`src/rtl/i2s_tx.sv`:
```
// ---------------------------------------------------------------------------
// i2s_tx -- stereo I2S transmitter fed from an audio sample FIFO.
//
// Each FIFO word holds one stereo frame: [2*SAMPLE_W-1:SAMPLE_W] is left and
// [SAMPLE_W-1:0] is right, both two's complement. The block derives bclk and
// lrclk from the system clock and shifts the frame out MSB first on sdata.
// Data and lrclk change only on the bclk falling edge, so a receiver can
// sample on the rising edge. When the FIFO has nothing for the next frame,
// that frame is sent as zeros and the sticky underrun flag is raised.
//
// Build option:
//   I2S_LEFT_JUSTIFIED_EN  defined   -> left-justified framing. The MSB
//                                       leaves on the same fall as the lrclk
//                                       edge.
//                          undefined -> standard Philips I2S. The MSB leaves
//                                       one bclk after the lrclk edge.
//
// Parameters:
//   CLK_DIV   clk cycles per bclk half period (>= 2)
//   SAMPLE_W  bits per channel
//
// Ports:
//   clk_i         system clock, rising edge
//   rst_ni        asynchronous active-low reset
//   en_i          transmitter enable; a 0->1 edge also clears underrun_o
//   data_in_i     FIFO read data, valid the clk after rd_o
//   fifo_empty_i  FIFO empty flag
//   rd_o          one-clk FIFO read strobe
//   bclk_o        bit clock
//   lrclk_o       word select, 0 = left, 1 = right
//   sdata_o       serial data
//   underrun_o    sticky: a frame went out without fresh FIFO data
// ---------------------------------------------------------------------------
module i2s_tx #(
  parameter int CLK_DIV  = 2,
  parameter int SAMPLE_W = 16
) (
  input  logic                  clk_i,
  input  logic                  rst_ni,
  input  logic                  en_i,
  input  logic [2*SAMPLE_W-1:0] data_in_i,
  input  logic                  fifo_empty_i,
  output logic                  rd_o,
  output logic                  bclk_o,
  output logic                  lrclk_o,
  output logic                  sdata_o,
  output logic                  underrun_o
);

  localparam int FRAME_W = 2 * SAMPLE_W;
  localparam int DIV_W   = (CLK_DIV > 1) ? $clog2(CLK_DIV) : 1;
  localparam int IDX_W   = $clog2(FRAME_W);

  localparam logic [DIV_W-1:0] DIV_LAST = DIV_W'(CLK_DIV - 1);
  localparam logic [IDX_W-1:0] IDX_LAST = IDX_W'(FRAME_W - 1);
  localparam logic [IDX_W-1:0] IDX_RGT  = IDX_W'(SAMPLE_W);

  logic [DIV_W-1:0]   div_q,   div_d;
  logic               bclk_q,  bclk_d;
  logic [IDX_W-1:0]   idx_q,   idx_d;     // index of the next bit slot to start
  logic               lrclk_q, lrclk_d;
  logic               sdata_q, sdata_d;
  logic [FRAME_W-1:0] hold_q,  hold_d;
  logic [FRAME_W-1:0] shift_q, shift_d;
  logic               pf_q,    pf_d;      // prefetch decision pending
  logic               cap_q,   cap_d;     // FIFO data arrives this clk
  logic               und_q,   und_d;
  logic               en_q,    en_d;
  logic               first_q, first_d;   // next frame start is the silent one

  logic               tick;
  logic               fall;
  logic [FRAME_W-1:0] load;

  always_comb begin
    div_d   = div_q;
    bclk_d  = bclk_q;
    idx_d   = idx_q;
    lrclk_d = lrclk_q;
    sdata_d = sdata_q;
    hold_d  = hold_q;
    shift_d = shift_q;
    pf_d    = 1'b0;
    cap_d   = 1'b0;
    und_d   = und_q;
    en_d    = en_i;
    first_d = first_q;

    tick = (div_q == DIV_LAST);
    fall = tick && bclk_q;
    // The frame after reset or enable is always silent, whatever hold holds.
    load = first_q ? '0 : hold_q;

    if (!en_i) begin
      // Abandon the frame; hold survives but is never sent, since the next
      // frame after enable is silent and the following one is re-fetched.
      div_d   = '0;
      bclk_d  = 1'b0;
      idx_d   = '0;
      lrclk_d = 1'b1;
      sdata_d = 1'b0;
      shift_d = '0;
      first_d = 1'b1;
    end else begin
      if (!en_q) begin
        und_d = 1'b0;
      end

      if (tick) begin
        div_d  = '0;
        bclk_d = ~bclk_q;
      end else begin
        div_d = div_q + DIV_W'(1);
      end

      if (fall) begin
        idx_d   = (idx_q == IDX_LAST) ? '0 : idx_q + IDX_W'(1);
        lrclk_d = (idx_q >= IDX_RGT);
        if (idx_q == '0) begin
`ifdef I2S_LEFT_JUSTIFIED_EN
          sdata_d = load[FRAME_W-1];
          shift_d = load << 1;
`else
          // Slot 0 still carries the previous frame's right LSB.
          sdata_d = shift_q[FRAME_W-1];
          shift_d = load;
`endif
          first_d = 1'b0;
          pf_d    = 1'b1;
        end else begin
          sdata_d = shift_q[FRAME_W-1];
          shift_d = shift_q << 1;
        end
      end
    end

    // The read decision completes even if en drops in the same clk: the
    // strobe is already on the wire, so the word is taken into hold.
    if (pf_q) begin
      if (!fifo_empty_i) begin
        cap_d = 1'b1;
      end else begin
        hold_d = '0;
        und_d  = 1'b1;
      end
    end

    if (cap_q) begin
      hold_d = data_in_i;
    end
  end

  always_ff @(posedge clk_i or negedge rst_ni) begin
    if (!rst_ni) begin
      div_q   <= '0;
      bclk_q  <= 1'b0;
      idx_q   <= '0;
      lrclk_q <= 1'b1;
      sdata_q <= 1'b0;
      hold_q  <= '0;
      shift_q <= '0;
      pf_q    <= 1'b0;
      cap_q   <= 1'b0;
      und_q   <= 1'b0;
      en_q    <= 1'b0;
      first_q <= 1'b1;
    end else begin
      div_q   <= div_d;
      bclk_q  <= bclk_d;
      idx_q   <= idx_d;
      lrclk_q <= lrclk_d;
      sdata_q <= sdata_d;
      hold_q  <= hold_d;
      shift_q <= shift_d;
      pf_q    <= pf_d;
      cap_q   <= cap_d;
      und_q   <= und_d;
      en_q    <= en_d;
      first_q <= first_d;
    end
  end

  // The strobe uses the empty flag of the strobe cycle itself, so a FIFO that
  // empties just then is still seen as empty.
  assign rd_o       = pf_q && !fifo_empty_i;
  assign bclk_o     = bclk_q;
  assign lrclk_o    = lrclk_q;
  assign sdata_o    = sdata_q;
  assign underrun_o = und_q;

endmodule
```
`config.mk`:
```
export PLATFORM = sky130hd
export DESIGN_NAME = i2s_tx
export DESIGN_NICKNAME = d
export VERILOG_FILES = /design/src/rtl/i2s_tx.sv
export SDC_FILE = /design/constraint.sdc
export NUM_CORES = 1
export LEC_CHECK = 0
export BUFFER_PORTS_ARGS = -buffer_cell sky130_fd_sc_hd__buf_4
export CORE_MARGIN = 5
export CORE_UTILIZATION = 54
export CTS_BUF_LIST = sky130_fd_sc_hd__clkbuf_2 sky130_fd_sc_hd__clkbuf_4 sky130_fd_sc_hd__clkbuf_8
export CTS_CLUSTER_SIZE = 30
export DETAILED_ROUTE_END_ITERATION = 6
export PLACE_DENSITY = 0.83
export RECOVER_POWER = 100
export REMOVE_ABC_BUFFERS = 1
export SLEW_MARGIN = 40
export SYNTH_ARGS = -nofsm -noshare
export SYNTH_HDL_FRONTEND = slang
export SYNTH_SLANG_ARGS = --single-unit
```
`constraint.sdc`:
```
create_clock -name clk_i -period 1.9 [get_ports clk_i]
set_clock_uncertainty 0.05 [all_clocks]
set_input_delay 0.38 -clock clk_i [delete_from_list [all_inputs] [get_ports clk_i]]
set_output_delay 0.38 -clock clk_i [all_outputs]
set_load 0.01 [all_outputs]
```
[Word-level counts from Yosys, hierarchy flattened]
Cells that the tools add are included.
Cells by class
  add/sub/neg operators: 2
  magnitude comparators: 1
  eq/ne operators: 4
  multiplexer cells: 30
  bitwise logic cells: 1
  reductions and logical operators: 8
Operators by type and width (count)
  2-to-1 mux 32 bit: 7
  2-to-1 mux 1 bit: 20
  2-to-1 mux 5 bit: 3
  != test 2 x 1 -> 1 bit (second input constant): 3
  adder 5 x 1 -> 5 bit (second input constant): 1
  equality test 5 bit (second input constant): 1
  greater-or-equal comparator 5 bit (second input constant): 1
  logical NOT 5 bit: 1
  AND reduction 2 bit: 2
  nonzero test 2 bit: 2
  logical AND 1 bit: 2
  adder 1 bit (second input constant): 1
  logical NOT 1 bit: 1
  inverter 1 bit: 1
Storage, ports and cells
  flip-flop bits (word level): 78
  logic and storage cells: 58

[Longest topological paths before layout]
Gate-level depths: netlist of run 1.
  depth after elaboration: 4
  mapped depth: 7

[Worst setup path after synthesis of run 1]
Ideal clock, no wire load.
  path type: register -> register
  start: reg idx_q[0]
  end: reg idx_q[2]
  setup time: 84 ps
  arrival: 1669 ps
  slack: 96 ps
  cell stages (with the launch flop): 6
  path buffers: 0
  period minus slack after synthesis: 1804 ps
  cells stage by stage: dfrtp_1 -> ha_1 -> and3_2 -> ha_1 -> or4b_1 -> a21boi_0
On the way
  word-level cells in the longest chain between the ends: 4
  elaborated cells on any way between the ends: 5
  classes of those cells: 1 x add/sub; 1 x eq/ne; 3 x mux
Ends and longest elaborated chain
  start: declaration: RTL line 60  | logic [IDX_W-1:0] idx_q, idx_d;
  start signal: assignment: RTL line 170  | idx_q <= idx_d;
  adder 5 x 1 -> 5 bit or equality test 5 bit (tied branches): RTL line 117  | idx_d = (idx_q == IDX_LAST) ? '0 : idx_q + IDX_W'(1);
  2-to-1 mux 5 bit (*): RTL line 117
  2-to-1 mux 5 bit (*): RTL line 116  | if (fall) begin
  2-to-1 mux 5 bit (*): RTL line 94  | if (!en_i) begin
Every way passes the cells marked *; elsewhere a longest branch is shown, timed or not. The select of a mux whose other input is x is not followed.
A chain may end at the register's enable or synchronous reset.

[Worst setup path after layout of run 1]
  start: reg idx_q[1]
  end: reg idx_q[2]
The elaborated chain is that of the path after synthesis.

==> results by group, run 1 <==
Status
  • Outcome: finished, final reports clean

Routing
  • Vias: 2377
  • WL per Instance: 15.9 um
  • Vias/cell: 5.54
  • Detailed Route Iter0 Violations: 161
  • Routed Antenna Nets: 0
  • DRC errors left: 0
  • 1st-pass router iterations: 4
  • Total Routed Length: 6830 um

Synth
  • Synth Area in Compound Gates: 15.6%
  • Top cells by area, synth: dfrtp_1, mux2i_1, a22o_1
  • Post-synth top area share: 54.6%
  • Synth area leader: dfrtp_1
  • Proportion of synthesized area in mux cells: 8.91%
  • Flops & latches, synth: 78
  • Number of synthesized flops with an enable pin: 0
  • Post-Synth Adder-Cell Area: 1.08%
  • Mapped Area: 3480 um2
  • Seq/Total Area, Yosys: 56.1%
  • Largest family of logic cells by synthesized area: compound AO/OA/AOI/OAI gates
  • Simple-gate area share of the yosys netlist: 13.8%
  • Top-count cell post-synth: dfrtp_1
  • Ys Warns: 0
  • Syn_area_per_cell: 11.4 um2
  • Count of cell types in the netlist: 34
  • Synth cell count leaders: dfrtp_1, nand2_1, a22o_1
  • Synth Area in XOR/XNOR: 0.251%
  • Post-Syn Instances: 305
  • Top_reg_cell synth: dfrtp_1
  • Post-synth ARST share: 100%

Timing
  • RSZ-0062 raised after global routing: no
  • Max-slew violation count: 0
  • Measured slew at the worst slew-check pin: 717 ps
  • Slew HR: 52.2%
  • Minimum clock period: 1800 ps
  • Setup Viol. Count Final: 0
  • Period utilization: 94.9%
  • Fmax: 554 MHz
  • Final hold vios: 0

Worst setup path
  • Critical Path Start Type: flop
  • Critical path arrival: 2050 ps
  • Worst setup EP type: flop
  • Crit Path Category: reg -> reg
  • CP max FO: 6
  • Critical path data required time: 2150 ps

Clock tree
  • Clk sink count: 78
  • CTS Buf Count: 9
  • Clock Tree Buf Depth: 2
  • H-Tree Level Count: 3
  • CTS root buffer: clkbuf_8
  • CTS tree: done
  • Clk Latency, worst-skew pair: 360 ps
  • Clock slew at reported path FFs: 90 ps

Pwr
  • Sw Share: 24.8%
  • Switch Pwr: 0.938 mW
  • Pleak: 2.06 nW
  • Max IR drop VDD: 0.622 mV
  • Internal power: 2.85 mW
  • Clock share of power: 37.5%
  • Flop pwr share: 51.3%
  • Total power: 3.79 mW
  • Comb power frac: 11.2%
  • Pwr Density: 927 nW/um2

Die
  • Die Ht: 90.3 um
  • Die area: 8160 um2
  • Core Area: 6310 um2
  • Std-Cell Rows: 29
  • Initial Utilization: 55.2%
  • Die Wd: 90.3 um
  • IO Pins: 41

Global route
  • Met2 GRT Util: 28.7%
  • Vias in the first global route: 2469
  • Met1 Track Usage GR: 23.1%
  • Gr usage total: 18.0%
  • Global-route wire length before repair: 11800 um
  • Initial antenna violation count: 0
  • Largest net degree at the start of global routing: 33
  • Global route hottest layer: met2
  • Grt total ovfl: 0
  • GR Util met3: 5.08%

Final layout
  • Layout cells sized above 1: 21.0%
  • Area Growth Syn to Fin: 17.2%
  • Fin util: 64.6%
  • Antenna cells: 0
  • # nets final: 386
  • Top flop regs: hold_q x32, shift_q x32, idx_q x5
  • # fillers: 509

Placed design
  • Number of port buffers: 40
  • Dpl hpwl: 4410 um
  • Final GP Congestion: 0.760

Job
  • Max-capacitance violation count: 0

Worst hold path
  • Hold Crit Class: in -> reg
[through the flow]
step / hold slack (ps) / setup TNS [ps] / worst slack, ps / instance area, um2 / instances
after CTS: 133 / 0 / 0.463 / 4110 / 428
after detailed placement: 272 / -13.5 / -13.5 / 3870 / 411
after global placement: 268 / 0 / 83.2 / 3870 / 411
final: 139 / 0 / 96.5 / 4080 / 429
after global routing: 127 / 0 / 0.311 / 4080 / 429
after floorplan: 34.4 / -75570 / -1880 / 3340 / 282
[critical path, cell delays in order, from the launching register on]
cell and delay, ps:
dfrtp_1 430, ha_2 200, and3_2 210, ha_2 200, or4b_1 500, a21boi_1 150
[power groups by stage]
stage	Clock (mW)	Combinational, mW	Sequential (mW)
final	1.42	0.424	1.94
after detailed placement	0	0.436	1.98
after global placement	0	0.420	1.97
after floorplan	0	0.260	1.95
after global routing	1.52	0.466	1.97
after CTS	1.45	0.439	1.95
[logic make-up after synthesis]
| group | Yosys count |
|---|---|
| xor gates and xnor gates | 1 |
| muxes | 31 |
| adders and majority gates | 3 |
| buffers and inverters | 25 |
| and+or+nand+nor | 90 |
| AOI/OAI and AO/OA | 77 |
| DFF | 78 |
[path summary, 6_finish.rpt]
kind | to | slack (ps) | startpoint | depth (start not counted)
hold reg to reg | hold_q[6] | 440 | hold_q[6] | 1
hold / removal | cap_q | 140 | fifo_empty_i | 2
max in group asynchronous | first_q | 290 | rst_ni | 3
setup / recovery | idx_q[2] | 100 | idx_q[1] | 5
min in group asynchronous | shift_q[25] | 530 | rst_ni | 2
setup reg to reg | idx_q[2] | 100 | idx_q[1] | 5
[metal layers]
metal,up-vias,part of all wire [%]
met3,8,4.6
met5,-,0
met1,1165,45
met2,59,49
li1,1145,-
met4,0,1.7
[area by class of cell]
class / count / area, um2 / share of cell area [%]
timing repair buffer: 54 / 398 / 9.75
clock inverter: 7 / 104 / 2.54
tap: 77 / 96.3 / 2.36
sequential: 78 / 1950 / 47.9
clock buffer: 9 / 124 / 3.03
inverter: 2 / 7.51 / 0.184
multi-input combinational: 202 / 1400 / 34.2
[placed cells by master, fill, tap and decap left out, drive strengths merged, types with 2 or more instances in the layout]
cell type / n
dfrtp: 76
buf: 44
nand2: 43
a22o: 33
o21ai: 33
mux2i: 31
nor2b: 25
clkbuf: 18
and2b: 8
a21boi: 8
inv: 6
ha: 3
and3: 2
and2: 2
nand3: 2
bufinv: 2
dfstp: 2
[timing repair]
item / 4_1_cts / 5_1_grt
hold buffers: 1 / 0
buffers inserted: 0 / 1
endpoints found under the hold margin: 24 / 0
endpoints found under the setup margin: 0 / 3
resized for setup: 0 / 4
No activity file was read; power rests on OpenSTA's default activity.
==> run 2: changes to the inputs <==
Settings changed: CELL_PAD_IN_SITES_DETAIL_PLACEMENT from default to 1, CELL_PAD_IN_SITES_GLOBAL_PLACEMENT from default to 1, CORE_UTILIZATION 54 to 43, PLACE_DENSITY 0.83 to 0.82, SETUP_SLACK_MARGIN from default to 0.4.
==> run 2 against run 1 <==
Setup slack worse by 130 ps. Sequential share of layout area down 4.7 points. Combinational power up 28%. Clock power down 6%. First-iteration DRC count down 13%. Largest cell class unchanged. The flow now finishes with violations (negative setup slack). Sequential power about the same. Worst hold slack better by 29 ps. Sequential cell count unchanged. Maximum frequency down 6.5%. Non-clock buffer count up 19.
==> results by group, run 2 (synthesized netlist as in run 1, its figures left out) <==
Timing
  • Slew HR: 51.4% (-0.82 points)
  • RSZ-0062 raised after global routing: yes
  • Measured slew at the worst slew-check pin: 729 ps (+12.3 ps)
  • Setup Viol. Count Final: 1 (+1)
  • Worst hold slack: 168 ps (+29.2 ps)
  • Setup WS post-layout: -29.1 ps (-126 ps)
  • Final hold vios: 0 (unchanged)
  • Period utilization: 102% (+6.6 points)
  • Fmax: 518 MHz (-6.5%)
  • Max-slew violation count: 0 (unchanged)
  • Minimum clock period: 1930 ps (+126 ps)

Clock tree
  • Clock Tree Buf Depth: 2 (unchanged)
  • Clk Latency, worst-skew pair: 370 ps (about the same)
  • CTS tree: done
  • CTS root buffer: clkbuf_8
  • H-Tree Level Count: 3 (unchanged)
  • Clk sink count: 78 (unchanged)
  • CTS Buf Count: 9 (unchanged)
  • Clock slew at reported path FFs: 100 ps (about the same)

Worst setup path
  • Most used cell along the critical path: buf_6
  • Critical path data required time: 2090 ps (-60 ps)
  • Worst path bufs/invs: 5 (+5)
  • CP max FO: 6 (unchanged)
  • Critical path arrival: 2120 ps (+70 ps)
  • CP cell instances: buf_6, inv_4, ha_4, nor4b_4, buf_6, buf_12, buf_16, mux2i_1, o21ai_1
  • Slowest cell on the critical path: dfrtp_1
  • Setup crit start: idx_q[0]
  • Slowest stage delay, CP: 410 ps (-90 ps)
  • Family with the most delay on the worst path: buffers and inverters
  • Critical Path Start Type: flop
  • Worst setup EP type: flop
  • Worst r2r src: idx_q[0]
  • Crit Path Category: reg -> reg

Die
  • Std-Cell Rows: 32 (+10%)
  • Die Wd: 100 um (+11%)
  • Initial Utilization: 44.6% (-11 points)
  • Die Ht: 100 um (+11%)
  • Core Area: 7810 um2 (+24%)
  • Die area: 10000 um2 (+23%)
  • IO Pins: 41 (unchanged)

Routing
  • Vias/cell: 5.52 (-0.30%)
  • WL per Instance: 21.8 um (+37%)
  • 1st-pass router iterations: 4 (unchanged)
  • Total Routed Length: 10300 um (+51%)
  • DRC errors left: 0 (unchanged)
  • Vias: 2613 (+9.9%)
  • Routed Antenna Nets: 0 (unchanged)
  • Detailed Route Iter0 Violations: 140 (-13%)

Placed design
  • Number of port buffers: 40 (unchanged)
  • Dpl hpwl: 5090 um (+15%)
  • Final GP Congestion: 0.736 (-3.2%)
  • DP Worst Slack: 39.7 ps (+53.2 ps)
  • Placement-stage cell area: 3900 um2 (+0.81%)

Global route
  • Grt total ovfl: 0 (unchanged)
  • GR Util met3: 4.52% (-0.57 points)
  • Gr usage total: 19.6% (+1.6 points)
  • Global-route wire length before repair: 15200 um (+29%)
  • Largest net degree at the start of global routing: 38 (+15%)
  • Global route hottest layer: met2
  • Met2 GRT Util: 37.0% (+8.3 points)
  • Initial antenna violation count: 0 (unchanged)
  • Met1 Track Usage GR: 21.4% (-1.7 points)
  • Vias in the first global route: 2948 (+19%)

Status
  • Outcome: finished with violations
  • Failing checks: negative setup slack

Pwr
  • Max IR drop VDD: 0.445 mV (-29%)
  • Pwr Density: 847 nW/um2 (-8.7%)
  • Pleak: 2.17 nW (+5.8%)
  • Total power: 3.83 mW (+1.2%)

Final layout
  • Layout Cell Area excl Fill: 4520 um2 (+11%)
  • Antenna cells: 0 (unchanged)
  • Area Growth Syn to Fin: 29.9%
  • Most common cell after layout, fill and taps aside: dfrtp_1
  • # fillers: 839 (+65%)
  • # nets final: 405 (+4.9%)
  • Layout cells sized above 1: 29.9% (+8.9 points)
  • Top flop regs: hold_q x32, shift_q x32, idx_q x5
  • Most frequent cells in the layout: dfrtp_1, buf_4, nand2_1

Job
  • Max-capacitance violation count: 0 (unchanged)

Worst hold path
  • Min-delay src: fifo_empty_i
  • Hold Crit Class: in -> reg
[run 2: changes by cell type in the layout (fill, tap and decap cells not counted), moves of 3 or more]
cell / before / now
a21boi_1: 4 / 1
buf_6: 1 / 5
mux2i_2: 0 / 3
mux2i_4: 0 / 5
mux2i_1: 31 / 23
ha_4: 0 / 3
buf_16: 0 / 3
inv_6: 4 / 0
buf_4: 42 / 47
buf_12: 1 / 6
[run 2: final timing paths]
path / cells past startpoint / slack (ps) / to
worst max-delay path: 9 / -30 / shift_q[10]
worst min-delay path: 2 / 170 / cap_q
worst max register to register: 9 / -30 / shift_q[10]
worst min register to register: 2 / 440 / shift_q[29]
max in group asynchronous: 3 / 250 / shift_q[18]
min in group asynchronous: 2 / 520 / bclk_o
[run 2: repair_timing]
| action | CTS | global route |
|---|---|---|
| buffers inserted | 9 | 7 |
| gates resized for setup | 19 | 30 |
| endpoints found under the hold margin | 23 | 0 |
| endpoints found under the setup margin | 39 | 39 |
| hold buffers | 1 | 0 |
| pin swaps | 5 | 11 |
| cloned | 3 | 1 |
[run 2: metal layers]
layer  wire length, um  part of all wire (%)
met3               382                   3.7
met5                 0                     0
met1              4160                    40
met4               243                   2.4
met2              5520                    54
[run 2: power by group]
group | total (mW) | switching (mW) | internal (mW) | leakage, nW
Sequential | 1.96 | 0.124 | 1.84 | 1.06
Clock | 1.33 | 0.667 | 0.658 | 0.0990
Combinational | 0.541 | 0.223 | 0.319 | 1.02
[run 2: area by class of cell]
| cell class | instances | area, um2 | share of cell area (%) |
|---|---|---|---|
| Clock buffer | 11 | 145 | 3.21 |
| Clock inverter | 5 | 58.8 | 1.30 |
| Inverter | 2 | 12.5 | 0.277 |
| Multi-Input combinational cell | 202 | 1530 | 33.9 |
| Sequential cell | 78 | 1950 | 43.2 |
| Tap cell | 102 | 128 | 2.82 |
| Timing Repair Buffer | 73 | 692 | 15.3 |
[run 2: worst register-to-register path: stages (launching register included)]
cell and delay (ps):
dfrtp_1 410, buf_6 140, inv_4 60, ha_4 110
nor4b_4 260, buf_6 180, buf_12 110, buf_16 130
mux2i_1 240, o21ai_1 130
[run 2: through the flow]
stage	utilization (%)	std cells	setup TNS [ps]
4_1_cts	55.6	465	0
3_3_place_gp	50.0	436	0
5_1_grt	57.9	473	-1570
3_5_place_dp	50.0	436	0
2_1_floorplan	-	282	-75570
6_report	57.9	473	-29.1
==> run 3: changes to the inputs <==
Settings changed: SKIP_CTS_REPAIR_TIMING from default to 1.
==> run 3 against run 2 <==
Setup slack gained 140 ps. Count of clock-buffer cells in the layout is the same. Combinational power shrank 15%. Clock power shrank 4%. Register-to-register slack gained 140 ps. The run now ends clean.
==> results by group, run 3 (synthesized netlist as in run 1, its figures left out) <==
Routing
  • 1st-pass router iterations: 4 (unchanged)
  • Routed Antenna Nets: 0 (unchanged)
  • WL per Instance: 18.8 um (-14%)
  • Total Routed Length: 8640 um (-16%)
  • DRC errors left: 0 (unchanged)
  • Detailed Route Iter0 Violations: 95 (-32%)
  • Vias: 2476 (-5.2%)
  • Vias/cell: 5.38 (-2.6%)

Placed design
  • Number of port buffers: 40 (unchanged)
  • Dpl hpwl: 5090 um (unchanged)
  • DP Worst Slack: 39.7 ps (unchanged)
  • Placed insts: 436 (unchanged)
  • Final GP Congestion: 0.736 (unchanged)
  • Placement-stage cell area: 3900 um2 (unchanged)

Timing
  • Measured slew at the worst slew-check pin: 706 ps (-23.5 ps)
  • Slew HR: 52.9% (+1.6 points)
  • Period utilization: 94.1% (-7.4 points)
  • RSZ-0062 raised after global routing: yes
  • Worst hold slack: 167 ps (-0.913 ps)
  • Setup WS post-layout: 112 ps (+141 ps)
  • Fmax: 559 MHz (+7.9%)
  • Final hold vios: 0 (unchanged)
  • Setup Viol. Count Final: 0 (-1)
  • TNS Setup: 0 ps (+29.1 ps)
  • Minimum clock period: 1790 ps (-141 ps)
  • Max-slew violation count: 0 (unchanged)

Final layout
  • Top flop regs: hold_q x32, shift_q x32, idx_q x5
  • Most frequent cells in the layout: dfrtp_1, nand2_1, buf_4
  • # nets final: 392 (-3.2%)
  • Antenna cells: 0 (unchanged)
  • Most common cell after layout, fill and taps aside: dfrtp_1
  • Final std cells w/o fill: 460 (-2.7%)
  • Area Growth Syn to Fin: 21.3%
  • Layout Cell Area excl Fill: 4220 um2 (-6.6%)
  • Layout cells sized above 1: 23.5% (-6.5 points)

Global route
  • Global-route wire length before repair: 13600 um (-11%)
  • Largest net degree at the start of global routing: 38 (unchanged)
  • Initial antenna violation count: 0 (unchanged)
  • Vias in the first global route: 2773 (-5.9%)
  • Grt total ovfl: 0 (unchanged)
  • Gr usage total: 17.3% (-2.3 points)

Worst setup path
  • Critical path arrival: 1960 ps (-160 ps)
  • Critical Path Start Type: flop
  • Crit Path Category: reg -> reg
  • Critical path data required time: 2080 ps (about the same)
  • CP max FO: 12 (+6)
  • Worst setup EP type: flop

Pwr
  • Clock share of power: 34.5% (about the same)
  • Pwr Density: 876 nW/um2 (+3.4%)
  • Switch Pwr: 0.931 mW (-8.2%)
  • Max IR drop VDD: 0.481 mV (+8.1%)
  • Sw Share: 25.2% (-1.3 points)
  • Comb power frac: 12.5% (-1.6 points)
  • Internal power: 2.77 mW (-1.8%)
  • Flop pwr share: 53.0% (+1.7 points)
  • Pleak: 2.09 nW (-3.7%)

Die
  • Std-Cell Rows: 32 (unchanged)
  • Core Area: 7810 um2 (unchanged)
  • IO Pins: 41 (unchanged)
  • Die Wd: 100 um (unchanged)
  • Die Ht: 100 um (unchanged)
  • Die area: 10000 um2 (unchanged)
  • Initial Utilization: 44.6% (unchanged)

Clock tree
  • CTS root buffer: clkbuf_8
  • CTS tree: done
  • Clk Latency, worst-skew pair: 350 ps (-20 ps)
  • Clk sink count: 78 (unchanged)
  • CTS Buf Count: 9 (unchanged)
  • Clock slew at reported path FFs: 80 ps (-20 ps)
  • H-Tree Level Count: 3 (unchanged)
  • Clock Tree Buf Depth: 2 (unchanged)

Status
  • Outcome: finished, final reports clean

Job
  • Max-capacitance violation count: 0 (unchanged)

Worst hold path
  • Hold Crit Class: in -> reg
[run 3: area by class of cell]
| type | count | area [um2] |
|---|---|---|
| clock buffer | 11 | 145 |
| clock inverter | 5 | 58.8 |
| fill | 862 | 3580 |
| inverter | 2 | 7.51 |
| multi-input combinational | 202 | 1420 |
| sequential | 78 | 1950 |
| tap | 102 | 128 |
| timing repair buffer | 60 | 507 |
[run 3: final timing paths]
path / end / start / depth (start not counted) / slack [ps]
max: shift_q[16] / idx_q[1] / 8 / 110
min: cap_q / fifo_empty_i / 2 / 170
max reg2reg: shift_q[16] / idx_q[1] / 8 / 110
min reg2reg: shift_q[19] / shift_q[19] / 2 / 440
max in group asynchronous: first_q / rst_ni / 3 / 340
min in group asynchronous: bclk_o / rst_ni / 2 / 550
[run 3: metal layers]
layer  vias up  GRT usage [%]  wire length [um]
met5         -              0                 0
met4         0           4.77                92
met3         9           5.00               274
met2        38           31.6              4690
met1      1269           19.8              3580
li1       1160              -                 -
[run 3: worst max-delay path, cell delays in order, from the launching register on]
cell       delay, ps
dfrtp_1          410
buf_6            130
inv_1             50
ha_1             150
nor4b_4          210
buf_6            190
clkbuf_16        190
mux2i_1          220
o21ai_1           80
[run 3: power by group through the flow]
stage	logic, mW	clock network (mW)	registers (mW)
2_1_floorplan	0.260	0	1.95
3_3_place_gp	0.421	0	1.98
3_5_place_dp	0.443	0	1.99
4_1_cts	0.446	1.32	1.96
5_1_grt	0.501	1.39	1.99
6_report	0.461	1.28	1.96
[run 3: per-stage QoR]
step	util, %	total power, mW
2_1_floorplan	-	2.21
3_3_place_gp	50.0	2.40
3_5_place_dp	50.0	2.43
4_1_cts	52.6	3.73
5_1_grt	54.1	3.88
6_report	54.1	3.70
